**config.mk**
```make
export PLATFORM = sky130hd
export DESIGN_NAME = mem_port_arbiter
export DESIGN_NICKNAME = d
export VERILOG_FILES = /design/src/rtl/multicore_pkg.sv /design/src/rtl/rr_arbiter.sv /design/src/rtl/mem_port_arbiter.sv
export SDC_FILE = /design/constraint.sdc
export NUM_CORES = 1
export LEC_CHECK = 0
export ABC_AREA = 1
export BUFFER_PORTS_ARGS = -buffer_cell sky130_fd_sc_hd__clkbuf_2
export CAP_MARGIN = 20
export CORE_AREA = 5 5 108 110
export CTS_CLUSTER_DIAMETER = 50
export DETAILED_ROUTE_END_ITERATION = 10
export DIE_AREA = 0 0 113 115
export GPL_TIMING_DRIVEN = 0
export PLACE_DENSITY = 0.66
export SYNTH_ARGS = -nofsm -noshare
export SYNTH_HDL_FRONTEND = slang
export SYNTH_HIERARCHICAL = 1
export SYNTH_SLANG_ARGS = --single-unit
```
**constraint.sdc**
```tcl
create_clock -name i_aclk -period 1.6 [get_ports i_aclk]
set_input_delay 0.32 -clock i_aclk [delete_from_list [all_inputs] [get_ports i_aclk]]
set_output_delay 0.32 -clock i_aclk [all_outputs]
set_load 0.005 [all_outputs]
```
**src/rtl/multicore_pkg.sv**
```systemverilog
// rtl/multicore_pkg.sv - shared types and default widths for the memory port arbiter
package multicore_pkg;

    typedef enum logic [1:0] {
        IDLE  = 2'd0,
        ADDR  = 2'd1,
        WDATA = 2'd2,
        RDATA = 2'd3
    } arb_state_t;

    localparam int MEM_ADDR_W = 32;
    localparam int MEM_DATA_W = 32;
    localparam int MEM_LEN_W  = 4;

endpackage

```
**src/rtl/rr_arbiter.sv**
```systemverilog
// rtl/rr_arbiter.sv - combinational round-robin / fixed-priority one-hot picker
module rr_arbiter #(
    parameter int NUM_REQ    = 2,
    parameter int IDX_W      = 1,
    parameter int FIXED_PRIO = 0
) (
    input  logic [NUM_REQ-1:0] req,
    input  logic [IDX_W-1:0]   ptr,
    output logic [NUM_REQ-1:0] gnt,
    output logic               any
);

    logic [IDX_W-1:0]     shift;
    logic [2*NUM_REQ-1:0] fwd;
    logic [NUM_REQ-1:0]   rot;
    logic [NUM_REQ-1:0]   pick;
    logic [2*NUM_REQ-1:0] back;

    // Rotate so the pointer sits at bit 0, take the lowest set bit, rotate back.
    always_comb begin
        shift = (FIXED_PRIO != 0) ? '0 : ptr;
        fwd   = {req, req} >> shift;
        rot   = fwd[NUM_REQ-1:0];
        pick  = rot & (~rot + NUM_REQ'(1));
        back  = {pick, pick} << shift;
        gnt   = back[2*NUM_REQ-1:NUM_REQ];
        any   = |req;
    end

endmodule

```
**src/rtl/mem_port_arbiter.sv**
```systemverilog
// rtl/mem_port_arbiter.sv - shares one burst memory port between NUM_REQ cache requesters
module mem_port_arbiter
    import multicore_pkg::*;
#(
    parameter int NUM_REQ    = 2,
    parameter int ADDR_W     = MEM_ADDR_W,
    parameter int DATA_W     = MEM_DATA_W,
    parameter int LEN_W      = MEM_LEN_W,
    parameter int FIXED_PRIO = 0
) (
    input  logic                      i_aclk,
    input  logic                      i_reset,
    input  logic [NUM_REQ-1:0]        i_req,
    input  logic [NUM_REQ-1:0]        i_req_we,
    input  logic [NUM_REQ*ADDR_W-1:0] i_req_addr,
    input  logic [NUM_REQ*LEN_W-1:0]  i_req_len,
    input  logic [NUM_REQ*DATA_W-1:0] i_req_wdata,
    output logic [NUM_REQ-1:0]        o_gnt,
    output logic [NUM_REQ-1:0]        o_wr_ack,
    output logic [NUM_REQ-1:0]        o_rsp_valid,
    output logic [DATA_W-1:0]         o_rsp_rdata,
    output logic [NUM_REQ-1:0]        o_done,
    output logic                      o_mem_req,
    output logic                      o_mem_we,
    output logic [ADDR_W-1:0]         o_mem_addr,
    output logic [LEN_W-1:0]          o_mem_len,
    input  logic                      i_mem_req_ready,
    output logic                      o_mem_wvalid,
    output logic [DATA_W-1:0]         o_mem_wdata,
    input  logic                      i_mem_wready,
    input  logic                      i_mem_rvalid,
    input  logic [DATA_W-1:0]         i_mem_rdata,
    output logic                      o_err
);

    localparam int IDX_W = (NUM_REQ > 1) ? $clog2(NUM_REQ) : 1;

    arb_state_t         state_q;
    logic [NUM_REQ-1:0] gnt_q;
    logic [IDX_W-1:0]   owner_q;
    logic [IDX_W-1:0]   ptr_q;
    logic               we_q;
    logic [ADDR_W-1:0]  addr_q;
    logic [LEN_W-1:0]   len_q;
    logic [LEN_W-1:0]   cnt_q;
    logic               err_q;

    logic [NUM_REQ-1:0] arb_gnt;
    logic               arb_any;
    logic [IDX_W-1:0]   sel_idx;
    logic               sel_we;
    logic [ADDR_W-1:0]  sel_addr;
    logic [LEN_W-1:0]   sel_len;
    logic [DATA_W-1:0]  owner_wdata;
    logic               wr_beat;
    logic               rd_beat;
    logic               last_beat;
    logic               stray;
    logic [IDX_W-1:0]   ptr_next;

    rr_arbiter #(
        .NUM_REQ    (NUM_REQ),
        .IDX_W      (IDX_W),
        .FIXED_PRIO (FIXED_PRIO)
    ) u_rr_arbiter (
        .req (i_req),
        .ptr (ptr_q),
        .gnt (arb_gnt),
        .any (arb_any)
    );

    always_comb begin
        sel_idx     = '0;
        sel_we      = 1'b0;
        sel_addr    = '0;
        sel_len     = '0;
        owner_wdata = '0;
        for (int r = 0; r < NUM_REQ; r++) begin
            if (arb_gnt[r]) begin
                sel_idx  = IDX_W'(r);
                sel_we   = i_req_we[r];
                sel_addr = i_req_addr[r*ADDR_W +: ADDR_W];
                sel_len  = i_req_len[r*LEN_W +: LEN_W];
            end
            if (gnt_q[r]) begin
                owner_wdata = i_req_wdata[r*DATA_W +: DATA_W];
            end
        end
    end

    assign wr_beat   = (state_q == WDATA) && i_mem_wready;
    assign rd_beat   = (state_q == RDATA) && i_mem_rvalid;
    assign last_beat = (wr_beat || rd_beat) && (cnt_q == '0);
    assign stray     = (i_mem_rvalid && (state_q != RDATA)) ||
                       (i_mem_wready && (state_q != WDATA));
    assign ptr_next  = (owner_q == IDX_W'(NUM_REQ - 1)) ? '0 : owner_q + IDX_W'(1);

    always_ff @(posedge i_aclk) begin
        if (i_reset) begin
            state_q <= IDLE;
            gnt_q   <= '0;
            owner_q <= '0;
            ptr_q   <= '0;
            we_q    <= 1'b0;
            addr_q  <= '0;
            len_q   <= '0;
            cnt_q   <= '0;
            err_q   <= 1'b0;
        end else begin
            if (stray) begin
                err_q <= 1'b1;
            end
            case (state_q)
                IDLE: begin
                    if (arb_any) begin
                        gnt_q   <= arb_gnt;
                        owner_q <= sel_idx;
                        we_q    <= sel_we;
                        addr_q  <= sel_addr;
                        len_q   <= sel_len;
                        state_q <= ADDR;
                    end
                end
                ADDR: begin
                    if (i_mem_req_ready) begin
                        cnt_q   <= len_q;
                        state_q <= we_q ? WDATA : RDATA;
                    end
                end
                WDATA, RDATA: begin
                    // The burst runs to completion even if the owner drops i_req.
                    if (wr_beat || rd_beat) begin
                        if (cnt_q == '0) begin
                            state_q <= IDLE;
                            gnt_q   <= '0;
                            ptr_q   <= ptr_next;
                        end else begin
                            cnt_q <= cnt_q - LEN_W'(1);
                        end
                    end
                end
                default: state_q <= IDLE;
            endcase
        end
    end

    assign o_gnt        = gnt_q;
    assign o_mem_req    = (state_q == ADDR);
    assign o_mem_we     = (state_q == ADDR) ? we_q   : 1'b0;
    assign o_mem_addr   = (state_q == ADDR) ? addr_q : '0;
    assign o_mem_len    = (state_q == ADDR) ? len_q  : '0;
    assign o_mem_wvalid = (state_q == WDATA);
    assign o_mem_wdata  = (state_q == WDATA) ? owner_wdata : '0;
    assign o_wr_ack     = wr_beat   ? gnt_q : '0;
    assign o_rsp_valid  = rd_beat   ? gnt_q : '0;
    assign o_rsp_rdata  = (state_q == RDATA) ? i_mem_rdata : '0;
    assign o_done       = last_beat ? gnt_q : '0;
    assign o_err        = err_q;

endmodule
```
==> After elaboration in Yosys (flattened, before gate mapping) <==
Index checks and enable logic that the tools add are counted.
{ "totals": {"ff_bits": 48, "wordCells": 74, "output_inout_bits": 112, "input_bits": 177} }
{ "op_classes": {"n_eq_ne": 10, "shift": 2, "n_addsub": 3, "bitwise_logic": 2, "n_mux": 30, "reduce_logical": 18} }
{ "op_table": {"columns": ["op", "count"], "rows": [
  ["32-bit 2-to-1 mux", 7],
  ["4-bit 2-to-1 mux", 6],
  ["2-bit 2-to-1 mux", 8],
  ["2-bit inequality test (second input constant)", 6],
  ["4-bit AND reduction", 3],
  ["4-bit one-hot mux with 2 select lines", 1],
  ["1-bit 2-to-1 mux", 6],
  ["2-bit one-hot mux with 3 select lines", 1],
  ["1-bit logical AND", 5],
  ["2-bit equality test (second input constant)", 2],
  ["4-bit logical NOT", 1],
  ["2-bit one-hot mux with 2 select lines", 1],
  ["2-bit nonzero test", 2],
  ["2-bit OR reduction", 2],
  ["4-bit by 1-bit << shifter with 4-bit output", 1],
  ["4-bit by 1-bit >> shifter with 2-bit output", 1],
  ["4-bit by 1-bit subtractor with 4-bit output (second input constant)", 1],
  ["3-bit AND reduction", 1],
  ["2-bit by 1-bit adder with 2-bit output (second input constant)", 1],
  ["2-bit AND", 1],
  ["2-bit by 1-bit equality test with 1-bit output (second input constant)", 1],
  ["2-bit logical NOT", 1],
  ["1-bit logical OR", 2],
  ["2-bit by 1-bit inequality test with 1-bit output (second input constant)", 1],
  ["3 further kinds", 3]
]} }

==> Depth between registers and ports, before layout <==
{ "logic_depth": {"word_depth": 7, "depth_mapped": 9} }

==> Cells and area by module <==
The synthesis kept the hierarchy.
{ "by_module_without_submodules": {"columns": ["module", "n_inst", "cells_each", "area_each_um2"], "rows": [
  ["mem_port_arbiter", 1, 569, 3243.1],
  ["rr_arbiter", 1, 6, 26.3]
]} }

==> Worst setup path before layout <==
No wires, ideal clock.
{ "synth_path": {"path_kind": "flip-flop to output port", "startpoint": "register gnt_q[1], in the netlist o_gnt[1]", "endpoint": "output port o_mem_wdata[10]", "required_ns": 1.280, "arrival_ns": 1.164, "slack_ns": 0.116, "n_path_buf": 2, "path_stages_with_launch": 6, "path_cell_list": "dfxtp_1 > buf_2 > nor2_1 > clkbuf_1 > nand2_1 > a21oi_1"} }
{ "synth_between": {"elab_chain_len": 2} }
{ "synth_rtl": {"columns": ["element", "line", "text"], "rows": [
  ["from (decl)", "mem_port_arbiter.sv:39", "logic [NUM_REQ-1:0] gnt_q;"],
  ["from (signal assigned)", "mem_port_arbiter.sv:116", "gnt_q <= arb_gnt;"],
  ["32-bit 2-to-1 mux", "mem_port_arbiter.sv:85", "if (gnt_q[r]) begin"],
  ["32-bit 2-to-1 mux", "mem_port_arbiter.sv:153", "assign o_mem_wdata = (state_q == WDATA) ? owner_wdata : '0;"],
  ["to (decl)", "mem_port_arbiter.sv:29", "output logic [DATA_W-1:0] o_mem_wdata,"]
]} }
No other way between the ends.

==> Worst setup path in the final report <==
{ "layout_path": {"startpoint": "register state_q[0]", "endpoint": "output port o_mem_wdata[20]"} }
{ "layout_between": {"elab_chain_len": 2} }
{ "layout_rtl": {"columns": ["element", "line", "text"], "rows": [
  ["from (decl)", "mem_port_arbiter.sv:38", "arb_state_t state_q;"],
  ["from (signal assigned)", "mem_port_arbiter.sv:127", "state_q <= we_q ? WDATA : RDATA;"],
  ["2-bit equality test", "mem_port_arbiter.sv:153", null],
  ["32-bit 2-to-1 mux", "mem_port_arbiter.sv:153", null]
]} }
No other way between the ends.

==> metrics.cfg <==
[flow_run]
drv_cap = 0

[drt]
drc = 0
vias_per_cell = 4.47
num_vias = 4641
firstDrtPassIters = 4
ant_nets = 0
wl_per_cell_um = 14.4
drt_first_iter_violations = 300
drt-total-wl_mm = 15.0

[placed_design]
port-buffer-count = 288
pre_cts_ws_ns = -0.359
place.gp.congestion = 0.910
place_area_mm2 = 0.00489
dp.cells = 1003
dp_hpwl_mm = 11.4

[clock_network]
clk_latency_ns = 0.30
htreeDepth = 2
cts_buffers = 5
cts_max_path_buffers = 2
cts_hold_buffers = 0
cts_tree = built
root_buffer = clkbuf_8
clk_pin_slew_worst_paths_ns = 0.10
clock_sinks = 48

[cells_and_area]
diodes = 0
fin_cells = 1039
final_area_mm2 = 0.00575
nFillCells = 1099
area_growth_pct = 76.0
drive_above_1_share_pct = 48.2
final_nets = 1076
finish.utilization_pct = 54.3

[global_routing]
grt_pass1_vias = 4542
grt_max_degree = 16
grt-ovfl-total = 0
grt_pass1_wl_mm = 23.0
antenna_found_initial = 0
grt.total_usage_pct = 21.4

[floorplanning]
rows = 38
die_height_um = 115
start_util_pct = 30.8
ios = 289
core_mm2 = 0.0106
die_x_um = 113
die_area_mm2 = 0.0130

[timing]
rsz0062_at_grt = true
setup_viol = 97
worst_slew_pin_slew_ns = 0.520
timing.final.max_slew_violations = 0
clock.fmax_mhz = 551
fin_tns_setup_ns = -13.81
finalCritPeriodShare_pct = 114
timing.final.crit_period_ns = 1.82
timing.final.ws_setup_ns = -0.216
finClkSkew_ns = 0.0106
relSlewSlack_pct = 65.3
hold_violations = 0
hold_ws_ns = 0.250

[power_and_ir_drop]
peakVddDrop_mv = 0.603
power_mw = 7.34
power_density_mw_per_mm2 = 1280
p_leak_nw = 2.95

[synthesis]
ys_ff_latch = 48
synth.distinct_cells = 28
synth_nets = 753
synthCells = 575
syn_area_mm2 = 0.00327
syn_avg_cell_area_um2 = 5.69
yosysWarnings = 6
ys_seq_area_share_pct = 29.4

[setup_path]
path_class = reg -> out
cp-start-kind = flip-flop
cp_data_arrival_time_ns = 1.50
ff2ff_path_depth = 9
cp_max_fo = 10
worst_setup_path_end_kind = output pin
crit_required_ns = 1.28

[run_status]
violations = negative setup slack
status = finished with violations

[hold_path]
hold_class = in -> reg
holdPathStages = 3

-- cell type report --
class / instances / area [um2] / area share [%]
multi-input cells: 406 / 2030 / 35.3
repair buffers: 317 / 1760 / 30.5
flip-flops and latches: 48 / 972 / 16.9
plain buffers: 32 / 350 / 6.09
inverters: 88 / 348 / 6.04
well taps: 140 / 175 / 3.04
clock buffers: 6 / 82.6 / 1.44
clock inverters: 2 / 38.8 / 0.674
-- cells in the final DEF, fill, tap and decap left out, types with 2 or more instances in the layout --
cell,count
buf_6,6
inv_1,79
nand2_1,198
dfxtp_4,2
nand2_2,12
nand3_2,2
a21oi_1,7
nor2_4,10
clkbuf_4,2
nand3_1,7
a31oi_1,37
clkbuf_1,4
inv_2,3
clkbuf_16,4
nor2_1,80
buf_4,24
clkbuf_8,11
inv_4,3
nor2_2,8
o21ai_0,5
buf_2,12
clkbuf_2,280
nand3_4,2
a21oi_4,2
buf_8,10
dfxtp_1,43
nand2_4,3
a21oi_2,26
dfxtp_2,3
inv_6,2
-- layer usage --
metal  up-vias  global-route usage (%)  part of all wire (%)
met5         -                       0                     0
met4         0                    5.93                   2.2
met3        21                    6.32                   9.7
met2       211                    37.2                    49
met1      2018                    25.7                    39
li1       2391                       -                     -
-- repair_timing --
item / 4_1_cts / 5_1_grt
pin swaps: 14 / 11
gates cloned: 6 / 3
setup endpoints to repair: 105 / 117
gates resized for setup: 112 / 43
buffers inserted: 11 / 9
-- report_power, final --
| part | switching [mW] | internal, mW | leakage [nW] |
|---|---|---|---|
| logic | 2.63 | 2.08 | 2.49 |
| clock network | 0.437 | 0.512 | 0.0614 |
| registers | 0.181 | 1.50 | 0.395 |
-- synth_stat cells (all sizes together) --
master	instances	area, um2
nand2	213	817
ha	1	12.5
a31oi	37	231
dfxtp	48	961
nand4	1	6.26
inv	87	327
a21oi	35	175
o21ai	6	30.0
nor2	99	420
nand3	11	77.6
clkinv	1	3.75
o21bai	1	7.51
clkbuf	15	56.3
nor3	1	5.00
buf	18	133
or2	1	6.26
-- registers in the layout, indices dropped and copies added (netlist names), 2 cells and up --
signal and cells:
len_q 4, state_q 2, o_gnt 2, addr_q 32, cnt_q 4
-- worst max-delay path, stage by stage (launching register included) --
cell and delay (ns):
dfxtp_2 0.33, buf_6 0.12, buf_4 0.14, nor2_4 0.11, inv_4 0.08, buf_8 0.16
a21oi_2 0.12, clkbuf_2 0.14
-- worst paths after layout --
path / from / end / slack (ns)
setup / recovery: state_q[0] / o_mem_wdata[20] / -0.22
hold / removal: i_req_addr[32] / addr_q[0] / 0.25
setup reg to reg: state_q[0] / addr_q[10] / 0.07
hold reg to reg: o_err / o_err / 0.47
-- cell families after synthesis --
| family | Yosys count | share of synthesized area (%) |
|---|---|---|
| AO/OA/AOI/OAI | 79 | 13.6 |
| flip-flops | 48 | 29.4 |
| buffers and inverters | 121 | 15.9 |
| AND/OR/NAND/NOR | 326 | 40.8 |
| adder cells (fa/ha/maj) | 1 | 0.383 |
(Power assumes the default switching activity.)
